**src/rtl/counter_ctrl_if.sv**
```systemverilog
// counter_ctrl_if
//   Command channel into the interval-counter sequencer. A command moves
//   on a rising edge where cmd_valid and cmd_ready are both high.
//
//   cmd_valid  master->slave  command present
//   cmd_ready  slave->master  sequencer can take a command this cycle
//   cmd_op     master->slave  0 CLEAR, 1 START, 2 STOP, 3 LOAD
//   cmd_data   master->slave  LOAD: interval, START: target (0 = free-run)
interface counter_ctrl_if;
    logic        cmd_valid;
    logic        cmd_ready;
    logic [1:0]  cmd_op;
    logic [31:0] cmd_data;

    modport master (
        output cmd_valid,
        output cmd_op,
        output cmd_data,
        input  cmd_ready
    );

    modport slave (
        input  cmd_valid,
        input  cmd_op,
        input  cmd_data,
        output cmd_ready
    );
endinterface

```
**src/rtl/counter_ctrl.sv**
```systemverilog
// counter_ctrl
//   Sequencer that owns the state/interval inputs of the 32-bit interval
//   counter. Takes CLEAR / START / STOP / LOAD commands one at a time and
//   auto-halts the counter when it reaches a programmed target, pulsing
//   done for one cycle. Every output comes straight from a flop.
//
//   Parameters
//     INTERVAL_MIN  smallest interval ever driven; also its reset value.
//                   Must be >= 2 so the counter cannot step past a target
//                   in the cycle the halt takes effect.
//   Ports
//     clk          rising-edge clock
//     rst          asynchronous, active-high reset
//     cmd          command channel (slave side)
//     counter_val  current counter output
//     state        to counter: 0 RESET, 1 RUN, 2 HALT
//     interval     to counter interval input
//     done         one-cycle pulse on target termination
//     busy         high exactly while state is RUN
module counter_ctrl #(
    parameter logic [31:0] INTERVAL_MIN = 32'd2
) (
    input  logic                 clk,
    input  logic                 rst,
    counter_ctrl_if.slave        cmd,
    input  logic [31:0]          counter_val,
    output logic [7:0]           state,
    output logic [31:0]          interval,
    output logic                 done,
    output logic                 busy
);

    typedef enum logic [1:0] {
        ST_RESET = 2'd0,
        ST_RUN   = 2'd1,
        ST_HALT  = 2'd2
    } fsm_t;

    localparam logic [1:0] OP_CLEAR = 2'd0;
    localparam logic [1:0] OP_START = 2'd1;
    localparam logic [1:0] OP_STOP  = 2'd2;
    localparam logic [1:0] OP_LOAD  = 2'd3;

    // Floor the requested interval at INTERVAL_MIN (unsigned compare).
    function automatic logic [31:0] clamp_interval(input logic [31:0] req);
        return (req < INTERVAL_MIN) ? INTERVAL_MIN : req;
    endfunction

    fsm_t        fsm_q,      fsm_d;
    logic [31:0] target_q,   target_d;
    logic [31:0] interval_q, interval_d;
    logic        ready_q,    ready_d;
    logic        done_q,     done_d;
    logic        busy_q,     busy_d;

    logic        accept;
    logic        match;
    logic        cmd_blocks_match;

    assign accept = cmd.cmd_valid && ready_q;

    // Target reached while running; a zero target means free-run.
    assign match = (fsm_q == ST_RUN) && (target_q != 32'd0) &&
                   (counter_val >= target_q);

    // Any accepted command other than LOAD overrides a same-cycle match.
    assign cmd_blocks_match = accept && (cmd.cmd_op != OP_LOAD);

    always_comb begin
        fsm_d      = fsm_q;
        target_d   = target_q;
        interval_d = interval_q;
        done_d     = 1'b0;

        if (match && !cmd_blocks_match) begin
            fsm_d  = ST_HALT;
            done_d = 1'b1;
        end

        if (accept) begin
            case (cmd.cmd_op)
                OP_CLEAR: begin
                    fsm_d    = ST_RESET;
                    target_d = 32'd0;
                end
                OP_START: begin
                    fsm_d    = ST_RUN;
                    target_d = cmd.cmd_data;
                end
                OP_STOP: begin
                    if (fsm_q == ST_RUN) begin
                        fsm_d = ST_HALT;
                    end
                end
                OP_LOAD: begin
                    interval_d = clamp_interval(cmd.cmd_data);
                end
            endcase
        end

        // One idle cycle after every accept, independent of op and state.
        ready_d = !accept;
        busy_d  = (fsm_d == ST_RUN);
    end

    // Registered stage: everything visible outside comes from here.
    always_ff @(posedge clk or posedge rst) begin
        if (rst) begin
            fsm_q      <= ST_RESET;
            target_q   <= 32'd0;
            interval_q <= INTERVAL_MIN;
            ready_q    <= 1'b1;
            done_q     <= 1'b0;
            busy_q     <= 1'b0;
        end else begin
            fsm_q      <= fsm_d;
            target_q   <= target_d;
            interval_q <= interval_d;
            ready_q    <= ready_d;
            done_q     <= done_d;
            busy_q     <= busy_d;
        end
    end

    assign state         = {6'd0, fsm_q};
    assign interval      = interval_q;
    assign done          = done_q;
    assign busy          = busy_q;
    assign cmd.cmd_ready = ready_q;

endmodule

```
**src/flat_wrapper.sv**
```systemverilog
// flat-port wrapper written by rule: the top's interface ports become plain ports
module counter_ctrl_flat 
#(
    parameter logic [31:0] INTERVAL_MIN = 32'd2
)
  (clk, rst, counter_val, state, interval, done, busy, cmd_cmd_valid, cmd_cmd_op, cmd_cmd_data, cmd_cmd_ready);
  counter_ctrl_if cmd_i ();
  input  logic clk;
  input  logic rst;
  input  logic [31:0] counter_val;
  output logic [7:0] state;
  output logic [31:0] interval;
  output logic done;
  output logic busy;
  input wire logic [$bits(cmd_i.cmd_valid)-1:0] cmd_cmd_valid;
  input wire logic [$bits(cmd_i.cmd_op)-1:0] cmd_cmd_op;
  input wire logic [$bits(cmd_i.cmd_data)-1:0] cmd_cmd_data;
  output wire logic [$bits(cmd_i.cmd_ready)-1:0] cmd_cmd_ready;
  assign cmd_i.cmd_valid = cmd_cmd_valid;
  assign cmd_i.cmd_op = cmd_cmd_op;
  assign cmd_i.cmd_data = cmd_cmd_data;
  assign cmd_cmd_ready = cmd_i.cmd_ready;
  counter_ctrl #(.INTERVAL_MIN(INTERVAL_MIN)) u_core (.clk(clk), .rst(rst), .cmd(cmd_i), .counter_val(counter_val), .state(state), .interval(interval), .done(done), .busy(busy));
endmodule
```
**config.mk**
```make
export PLATFORM = sky130hd
export DESIGN_NAME = counter_ctrl_flat
export DESIGN_NICKNAME = d
export VERILOG_FILES = /design/src/rtl/counter_ctrl_if.sv /design/src/rtl/counter_ctrl.sv /design/src/flat_wrapper.sv
export SDC_FILE = /design/constraint.sdc
export NUM_CORES = 1
export LEC_CHECK = 0
export ABC_AREA = 1
export CAP_MARGIN = 20
export CORE_MARGIN = 2
export CORE_UTILIZATION = 47
export CTS_BUF_LIST = sky130_fd_sc_hd__clkbuf_4 sky130_fd_sc_hd__clkbuf_8 sky130_fd_sc_hd__clkbuf_16
export CTS_CLUSTER_DIAMETER = 60
export DETAILED_ROUTE_END_ITERATION = 16
export GPL_ROUTABILITY_DRIVEN = 0
export PLACE_DENSITY_LB_ADDON = 0.2
export SYNTH_ARGS = -nofsm -noshare
export SYNTH_HDL_FRONTEND = slang
export SYNTH_SLANG_ARGS = --single-unit
```
**constraint.sdc**
```tcl
create_clock -name clk -period 2.7 [get_ports clk]
set_input_delay 0.27 -clock clk [delete_from_list [all_inputs] [get_ports clk]]
set_output_delay 0.27 -clock clk [all_outputs]
set_load 0.005 [all_outputs]
```
* Word level (Yosys, flattened, before mapping) *
Index checks and enable logic that the tools add are counted.

operators by class
  multiplexer cells = 7
  reduce and logical (&&, ||, !) cells = 12
  equality and inequality tests = 6
  order comparisons = 2

operators with widths
  operator                                                                       number
  32-bit one-hot mux with 2 select lines                                         1
  32-bit greater-or-equal comparator                                             1
  32-bit by 2-bit less-than comparator with 1-bit output, second input constant  1
  32-bit two-way mux                                                             1
  32-bit nonzero test                                                            1
  2-bit by 1-bit equality test with 1-bit output, second input constant          3
  2-bit two-way mux                                                              3
  2-bit one-hot mux with 3 select lines                                          1
  1-bit logical AND                                                              5
  2-bit equality test, second input constant                                     2
  2-bit AND reduction                                                            2
  1-bit zero test                                                                2
  2-bit zero test                                                                1
  2-bit inequality test, second input constant                                   1
  2-bit nonzero test                                                             1
  1-bit two-way mux                                                              1

word-level totals
  word-level logic and storage cells = 33
  output and inout bits = 43
  register bits after elaboration = 69

* Depth between registers and ports, before layout *
Gate-level depths: netlist of run 1.

  depth after elaboration = 9
  gate-level depth with buffers = 18

* Least setup slack after synthesis of run 1 *
Ideal clock, no wire load.

  path type = reg-to-reg
  from = register u_core.target_q[15]
  to = register u_core.busy_q (netlist: u_core.busy)
  clock period less this slack = 1.543 ns
  buffers on the path = 0
  arrival time = 1.427 ns
  required time = 2.584 ns
  path slack = 1.157 ns
  library setup time = 0.116 ns
  cell stages (with the launch flop) = 16
  cell sequence = dfrtp_1 inv_1 ha_1 nand2_1 nor2_1 nand2_1 nor2_1 nor2_1 nand2_1 nand2_1 nand2_1 nand2_1 nand2_1 nand2_1 nand2_1 nor2_1

between the ends
  cells in the longest elaborated chain, start to end = 9
  elaborated cells on any way between the ends = 10

RTL lines
  what                                                                        line                 text
  start: declaration                                                          counter_ctrl.sv:50   logic [31:0] target_q, target_d;
  start signal: assignment                                                    counter_ctrl.sv:117  target_q <= target_d;
  branches (longest 2 deep; another with 32-bit greater-or-equal comparator)  -
  1-bit logical AND *                                                         counter_ctrl.sv:63   assign match = (fsm_q == ST_RUN) && (target_q != 32'd0) &&
  1-bit logical AND *                                                         counter_ctrl.sv:75   if (match && !cmd_blocks_match) begin
  2-bit two-way mux *                                                         counter_ctrl.sv:75
  2-bit two-way mux                                                           counter_ctrl.sv:91   if (fsm_q == ST_RUN) begin
  2-bit one-hot mux with 3 select lines                                       counter_ctrl.sv:81   case (cmd.cmd_op)
  2-bit two-way mux *                                                         counter_ctrl.sv:80   if (accept) begin
  via u_core.fsm_d[1]                                                         counter_ctrl.sv:49   fsm_t fsm_q, fsm_d;
  2-bit by 1-bit equality test with 1-bit output *                            counter_ctrl.sv:103  busy_d = (fsm_d == ST_RUN);
  via u_core.busy_d                                                           counter_ctrl.sv:54   logic busy_q, busy_d;
  end signal: assignment                                                      counter_ctrl.sv:121  busy_q <= busy_d;
  end: declaration                                                            counter_ctrl.sv:54

Mark *: on every way through the listed nets, which the timed path passes.
A chain may end at the register's enable or synchronous reset.

* Final worst setup path of run 1 *
  from = register u_core.target_q[9]
  to = register u_core.busy_q (netlist: u_core.busy)

The elaborated chain is that of the path after synthesis.

==> results of run 1 <==
[Yosys cell counts (all sizes together)]
cell type	instances	area share
a21o	2	0.0042
a21oi	11	0.015
and2	1	0.0017
buf	10	0.018
clkbuf	9	0.0094
conb	1	0.0010
dfrtp	67	0.47
dfstp	2	0.015
ha	32	0.11
inv	67	0.070
nand2	107	0.11
nand3	18	0.025
nand4	8	0.014
nor2	25	0.030
nor3	1	0.0014
nor4	11	0.019
o211ai	1	0.0021
o21a	1	0.0021
o21ai	35	0.049
o22ai	18	0.031
o31ai	1	0.0021
[power groups by stage]
stage          Sequential (W)  Combinational, W  Clock, W
2_1_floorplan         0.00133          0.000424         0
3_3_place_gp          0.00133          0.000862         0
3_5_place_dp          0.00134          0.000891         0
4_1_cts               0.00132          0.000895  0.000763
5_1_grt               0.00134           0.00101  0.000819
6_report              0.00132          0.000887  0.000749
[metrics by stage]
stage	setup WS, ns	power (W)	utilization
2_1_floorplan	0.693	0.00176	-
5_1_grt	0.681	0.00317	0.671
4_1_cts	0.871	0.00298	0.671
6_report	0.871	0.00296	0.671
3_5_place_dp	0.578	0.00223	0.647
3_3_place_gp	0.618	0.00220	0.647
[sequential cells by signal (all words and copies together) (netlist names)]
register,count
u_core.target_q,32
u_core.fsm_q,2
u_core.busy,1
u_core.cmd.cmd_ready,1
u_core.done,1
u_core.interval,32
[cell type report]
class	instances	area [um2]	area share
well taps	99	124	0.0252
inverters	67	251	0.0511
clock inverters	4	23.8	0.00483
clock buffers	11	151	0.0308
multi-input cells	278	1540	0.312
flip-flops and latches	69	1730	0.352
repair buffers	110	1100	0.224
[path summary, 6_finish.rpt]
| check | start | end | cells after the start |
|---|---|---|---|
| worst max-delay path | u_core.target_q[9]$_DFFE_PP0P_ | u_core.busy$_DFF_PP0_ | 17 |
| worst min-delay path | rst | u_core.interval[4]$_DFFE_PP0P_ | 2 |
| worst max register to register | u_core.target_q[9]$_DFFE_PP0P_ | u_core.busy$_DFF_PP0_ | 17 |
| worst min register to register | u_core.interval[21]$_DFFE_PP0P_ | u_core.interval[21]$_DFFE_PP0P_ | 2 |
| max in group asynchronous | rst | u_core.cmd.cmd_ready$_DFF_PP1_ | 3 |
| min in group clk | u_core.interval[21]$_DFFE_PP0P_ | u_core.interval[21]$_DFFE_PP0P_ | 2 |
[cell families after synthesis]
family                     after synthesis  synth area share
AOI/OAI and AO/OA                       69             0.106
and+or+nand+nor                        171             0.204
other                                    1           0.00104
buffers and inverters                   86            0.0974
DFF                                     69             0.481
adders and majority gates               32             0.111
[routing by layer]
layer  vias up  wire length (um)  track usage  share of wire
met4         0               113       0.0606          0.013
met1      1481              3860        0.271           0.44
met5         -                 0            0              0
met2       107              4370        0.374           0.49
li1       1601                 -            -              -
met3        13               506       0.0548          0.057
==> flow_summary.ini, run 1 <==
[global_routing]
grt_pass1_wl_um = 14600
grtUsageTotal = 0.218
grt_pass1_vias = 3196
gr-total-overflow = 0
grt_max_degree = 38
antenna_found_initial = 0

[drt]
drt-vias-per-instance = 5.02
drt-pass1-iter-count = 5
drt-total-wl_um = 8850
post_drt_wl_per_cell_um = 13.9
detailedRoute.firstIterationViolations = 118
ant_nets = 0
vias = 3202
drcViolationCount = 0

[worst_setup_path]
max_stage_delay_ns = 0.36
cp_slowest_cell = dfrtp_1
crit_required_ns = 2.96
worstPathMaxFanout = 3
path_cells = inv_1 -> ha_1 -> nand2_1 -> nand2_1 -> nand2_1 -> nand2_1 -> nand2_1 -> nand2_1 -> nor2_1 -> nand2_1 -> nand2_1 -> nand2_1 -> nand2_1 -> nand2_1 -> nand2_1 -> nand2_1 -> nor2_1
crit_path_frequent_cell = nand2_1
cpLargestDelayFamily = simple AND/OR/NAND/NOR gates
crit_path_start_kind = register
reg2reg_slack_ns = 0.87
critical_path_arrival_ns = 2.09
crit_type = register to register
cp_num_buf_inv = 1
cp-end-kind = register

[clock_tree]
cts-buffers-inserted = 9
cts_hold_buf = 0
cts_tree = built
cts_sinks = 69
clockBufferDepth = 2
cts_root_buffer = clkbuf_8
h-tree-depth = 3
insertion_delay_ns = 0.33
cts_setup_buffers = 0
cts.clk_slew.worst_paths_ns = 0.07
ctsResizeCount = 0

[sta]
maxSlewHeadroom = 0.539
finalMaxSlewViolations = 0
finalSetupViolCount = 0
finalCritPeriodShare = 0.677
rsz0062_at_grt = false
hold_viol = 0
layout_min_cycle_time_ns = 1.83
whs_ns = 0.358
setup_tns_ns = 0
skew_ns = 0.00639
fmax_mhz = 547
worst_pin_slew_ns = 0.690

[power_and_ir_drop]
clock_power_share = 0.253
p_int_w = 0.00208
power_frac_seq = 0.446
p_comb_frac = 0.300
p_sw_w = 0.000880
swShare = 0.298
ir_drop_mv = 0.297
p_per_area_nw_per_um2 = 601
leakagePower_nw = 2.39

[hold_path]
hp-class = input port to asynchronous set/reset pin

[finish]
stdcell_count = 638
syn_to_final_growth_pct = 36.7
final_cell_mix = nand2_1 (105), clkdlybuf4s50_1 (105), dfrtp_1 (67)
fillCellCount = 596
antenna_cells = 0
nNetsFinal = 636
drive_gt1_frac = 0.0519
final_cell_area_um2 = 4920

[yosys]
yosysSeqAreaShare = 0.481
ys_types = 25
synth_seq_cells = 69
post_synth.cell_area_avg_um2 = 8.40
yosysWarnings = 0
syn_area_um2 = 3600
synthCells = 428

[floorplanning]
die-area_um2 = 8370
core-area_um2 = 7330
ioPinCount = 112
die_h_um = 91.5
rows = 31
initial_utilization = 0.491
die-width_um = 91.5

[status]
status = finished clean

[placed_design]
place_area_um2 = 4740
dp_hpwl_um = 6800
port_buffers = 105
place_inst = 623

[job]
cap_viol_max_count = 0
Power figures use the tool's default switching activity.
==> inputs of run 2 (changes only) <==
==> constraint.sdc (replaced) <==
create_clock -name clk -period 1.7 [get_ports clk]
set_input_delay 0.17 -clock clk [delete_from_list [all_inputs] [get_ports clk]]
set_output_delay 0.17 -clock clk [all_outputs]
set_load 0.005 [all_outputs]
==> run 2 against run 1 <==
- the run now ends with setup timing left
- combinational power is 95% higher
- total power is 79% higher
- core utilization is 6.8 points higher
- cell count is 4.4% higher
- flip-flop and latch count stayed put
- die area stayed put
- clock power is 94% higher
- critical path depth is 2 lower
- final area is 10% higher
- worst hold slack worse by 0.17 ns
- largest power group unchanged
- fmax is 4.3% higher
==> flow_summary.ini, run 2 (synthesis results as in run 1) <==
[drt]
drcViolationCount = 0
drt-vias-per-instance = 5.15
drt-pass1-iter-count = 4
post_drt_wl_per_cell_um = 14.7
ant_nets = 0
detailedRoute.firstIterationViolations = 115
drt-total-wl_um = 9800
vias = 3428

[sta]
finalSetupViolCount = 3
finalCritPeriodShare = 1.03
postLayoutSetupSlackWorst_ns = -0.0539
skew_ns = 0.0140
finalMaxSlewViolations = 0
hold_viol = 0
fmax_mhz = 570
rsz0062_at_grt = true
layout_min_cycle_time_ns = 1.75

[finish]
drive_gt1_frac = 0.196
final_cell_mix = clkdlybuf4s50_1 (105), nand2_1 (91), dfrtp_1 (67)
syn_to_final_growth_pct = 50.6
antenna_cells = 0
stdcell_count = 666
layout_commonest_cell = clkdlybuf4s50_1
nNetsFinal = 663

[clock_tree]
cts-buffers-inserted = 9
cts.clk_slew.worst_paths_ns = 0.08
clockBufferDepth = 2
h-tree-depth = 3
cts_tree = built
cts_root_buffer = clkbuf_8
cts_sinks = 69
cts_hold_buf = 0
insertion_delay_ns = 0.34

[worst_setup_path]
cp-end-kind = register
crit_path_frequent_cell = nand2_2
crit_type = register to register
cp_slowest_cell = dfrtp_1
path_cells = inv_2 -> ha_4 -> nand2_1 -> nor2_2 -> nand2_1 -> nor2_1 -> nor2_2 -> nand2_2 -> nand2_2 -> nand2_2 -> nand2_2 -> nand2_1 -> nand2_1 -> nand2_2 -> inv_1
worstPathMaxFanout = 3
ff2ff_path_depth = 15
worstReg2RegEnd = u_core.fsm_q[0]$_DFF_PP0_
critical_path_arrival_ns = 1.98
crit_required_ns = 1.93
max_stage_delay_ns = 0.38
reg2reg_slack_ns = -0.05
reg2reg_from = u_core.target_q[15]$_DFFE_PP0P_
crit_path_start_kind = register

[global_routing]
antenna_found_initial = 0
grt_max_degree = 33
grtUsageTotal = 0.231
grt_pass1_vias = 3435
gr-total-overflow = 0
grt_pass1_wl_um = 15400

[floorplanning]
die_h_um = 91.5
rows = 31
die-area_um2 = 8370
initial_utilization = 0.491
die-width_um = 91.5
ioPinCount = 112
core-area_um2 = 7330

[placed_design]
place_ws_ns = -0.261
port_buffers = 105
place_inst = 634
dp_hpwl_um = 7080

[power_and_ir_drop]
clock_power_share = 0.274
leakagePower_nw = 2.55
p_sw_w = 0.00156
ir_drop_mv = 0.572
power_frac_seq = 0.399
p_per_area_nw_per_um2 = 978
p_comb_frac = 0.327
swShare = 0.294
p_int_w = 0.00374

[status]
violations = setup timing
status = finished with violations

[hold_path]
hp-class = input port to asynchronous set/reset pin

[job]
cap_viol_max_count = 0
run 2: cell types whose count changed in the layout (fill, tap and decap cells not counted), moves of 5 or more:
cell	before	now
ha_1	32	19
nor2_1	22	15
inv_2	1	19
nand2_2	2	14
ha_4	0	13
inv_1	66	47
buf_4	4	30
nand2_1	105	91
nor2_2	2	7
run 2: timing repair:
item	in CTS	in global routing
setup endpoints to repair	2	4
pin swaps	4	22
resized for setup	8	51
cloned	0	0
hold endpoints to repair	0	0
buffers inserted	4	12
run 2: critical path, delay by kind of cell (launching register included):
kind                     cells  cell delay (ns)
adder cells (fa/ha/maj)      1             0.27
buffers and inverters        2             0.11
flip-flops                   1             0.38
AND/OR/NAND/NOR             12             0.89
run 2: layer usage:
metal / part of all wire / GRT usage / routed length, um / vias up
met1: 0.42 / 0.286 / 4140 / 1647
met3: 0.052 / 0.0423 / 511 / 21
met4: 0.023 / 0.0922 / 226 / 0
met5: 0 / 0 / 0 / -
li1: - / - / - / 1652
met2: 0.50 / 0.398 / 4920 / 108
run 2: through the flow:
stage / util / TNS [ns] / hold slack [ns] / total power [W] / cell area, um2
after floorplan: - / 0 / 0.272 / 0.00279 / 3620
after global placement: 0.660 / -0.558 / 0.459 / 0.00353 / 4840
after detailed placement: 0.660 / -0.794 / 0.463 / 0.00358 / 4840
after CTS: 0.699 / 0 / 0.196 / 0.00507 / 5130
after global routing: 0.739 / -0.839 / 0.211 / 0.00562 / 5420
final: 0.739 / -0.143 / 0.190 / 0.00530 / 5420
run 2: how the worst max path moves through the flow:
stage                                          startpoint                   endpoint  slack (ns)  cells after the start
after floorplan           u_core.target_q[15]$_DFFE_PP0P_      u_core.busy$_DFF_PP0_        0.16                     15
after global placement                    counter_val[15]      u_core.busy$_DFF_PP0_       -0.19                     15
after detailed placement                  counter_val[15]      u_core.busy$_DFF_PP0_       -0.26                     15
after CTS                 u_core.target_q[29]$_DFFE_PP0P_  u_core.fsm_q[0]$_DFF_PP0_       0.002                     13
after global routing      u_core.target_q[11]$_DFFE_PP0P_      u_core.busy$_DFF_PP0_       -0.29                     15
final                     u_core.target_q[15]$_DFFE_PP0P_  u_core.fsm_q[0]$_DFF_PP0_       -0.05                     15
run 2: layout make-up:
cell class	instances	area (um2)
flip-flops and latches	69	1730
multi-input cells	278	1780
inverters	67	255
repair buffers	137	1320
clock buffers	11	139
clock inverters	5	75.1
fillers	537	1910
well taps	99	124
run 2: power groups by stage:
| stage | clock [W] | combinational, W | sequential, W |
|---|---|---|---|
| 2_1_floorplan | 0 | 0.000675 | 0.00212 |
| 3_3_place_gp | 0 | 0.00141 | 0.00212 |
| 3_5_place_dp | 0 | 0.00145 | 0.00213 |
| 4_1_cts | 0.00147 | 0.00150 | 0.00210 |
| 5_1_grt | 0.00155 | 0.00193 | 0.00215 |
| 6_report | 0.00145 | 0.00173 | 0.00211 |
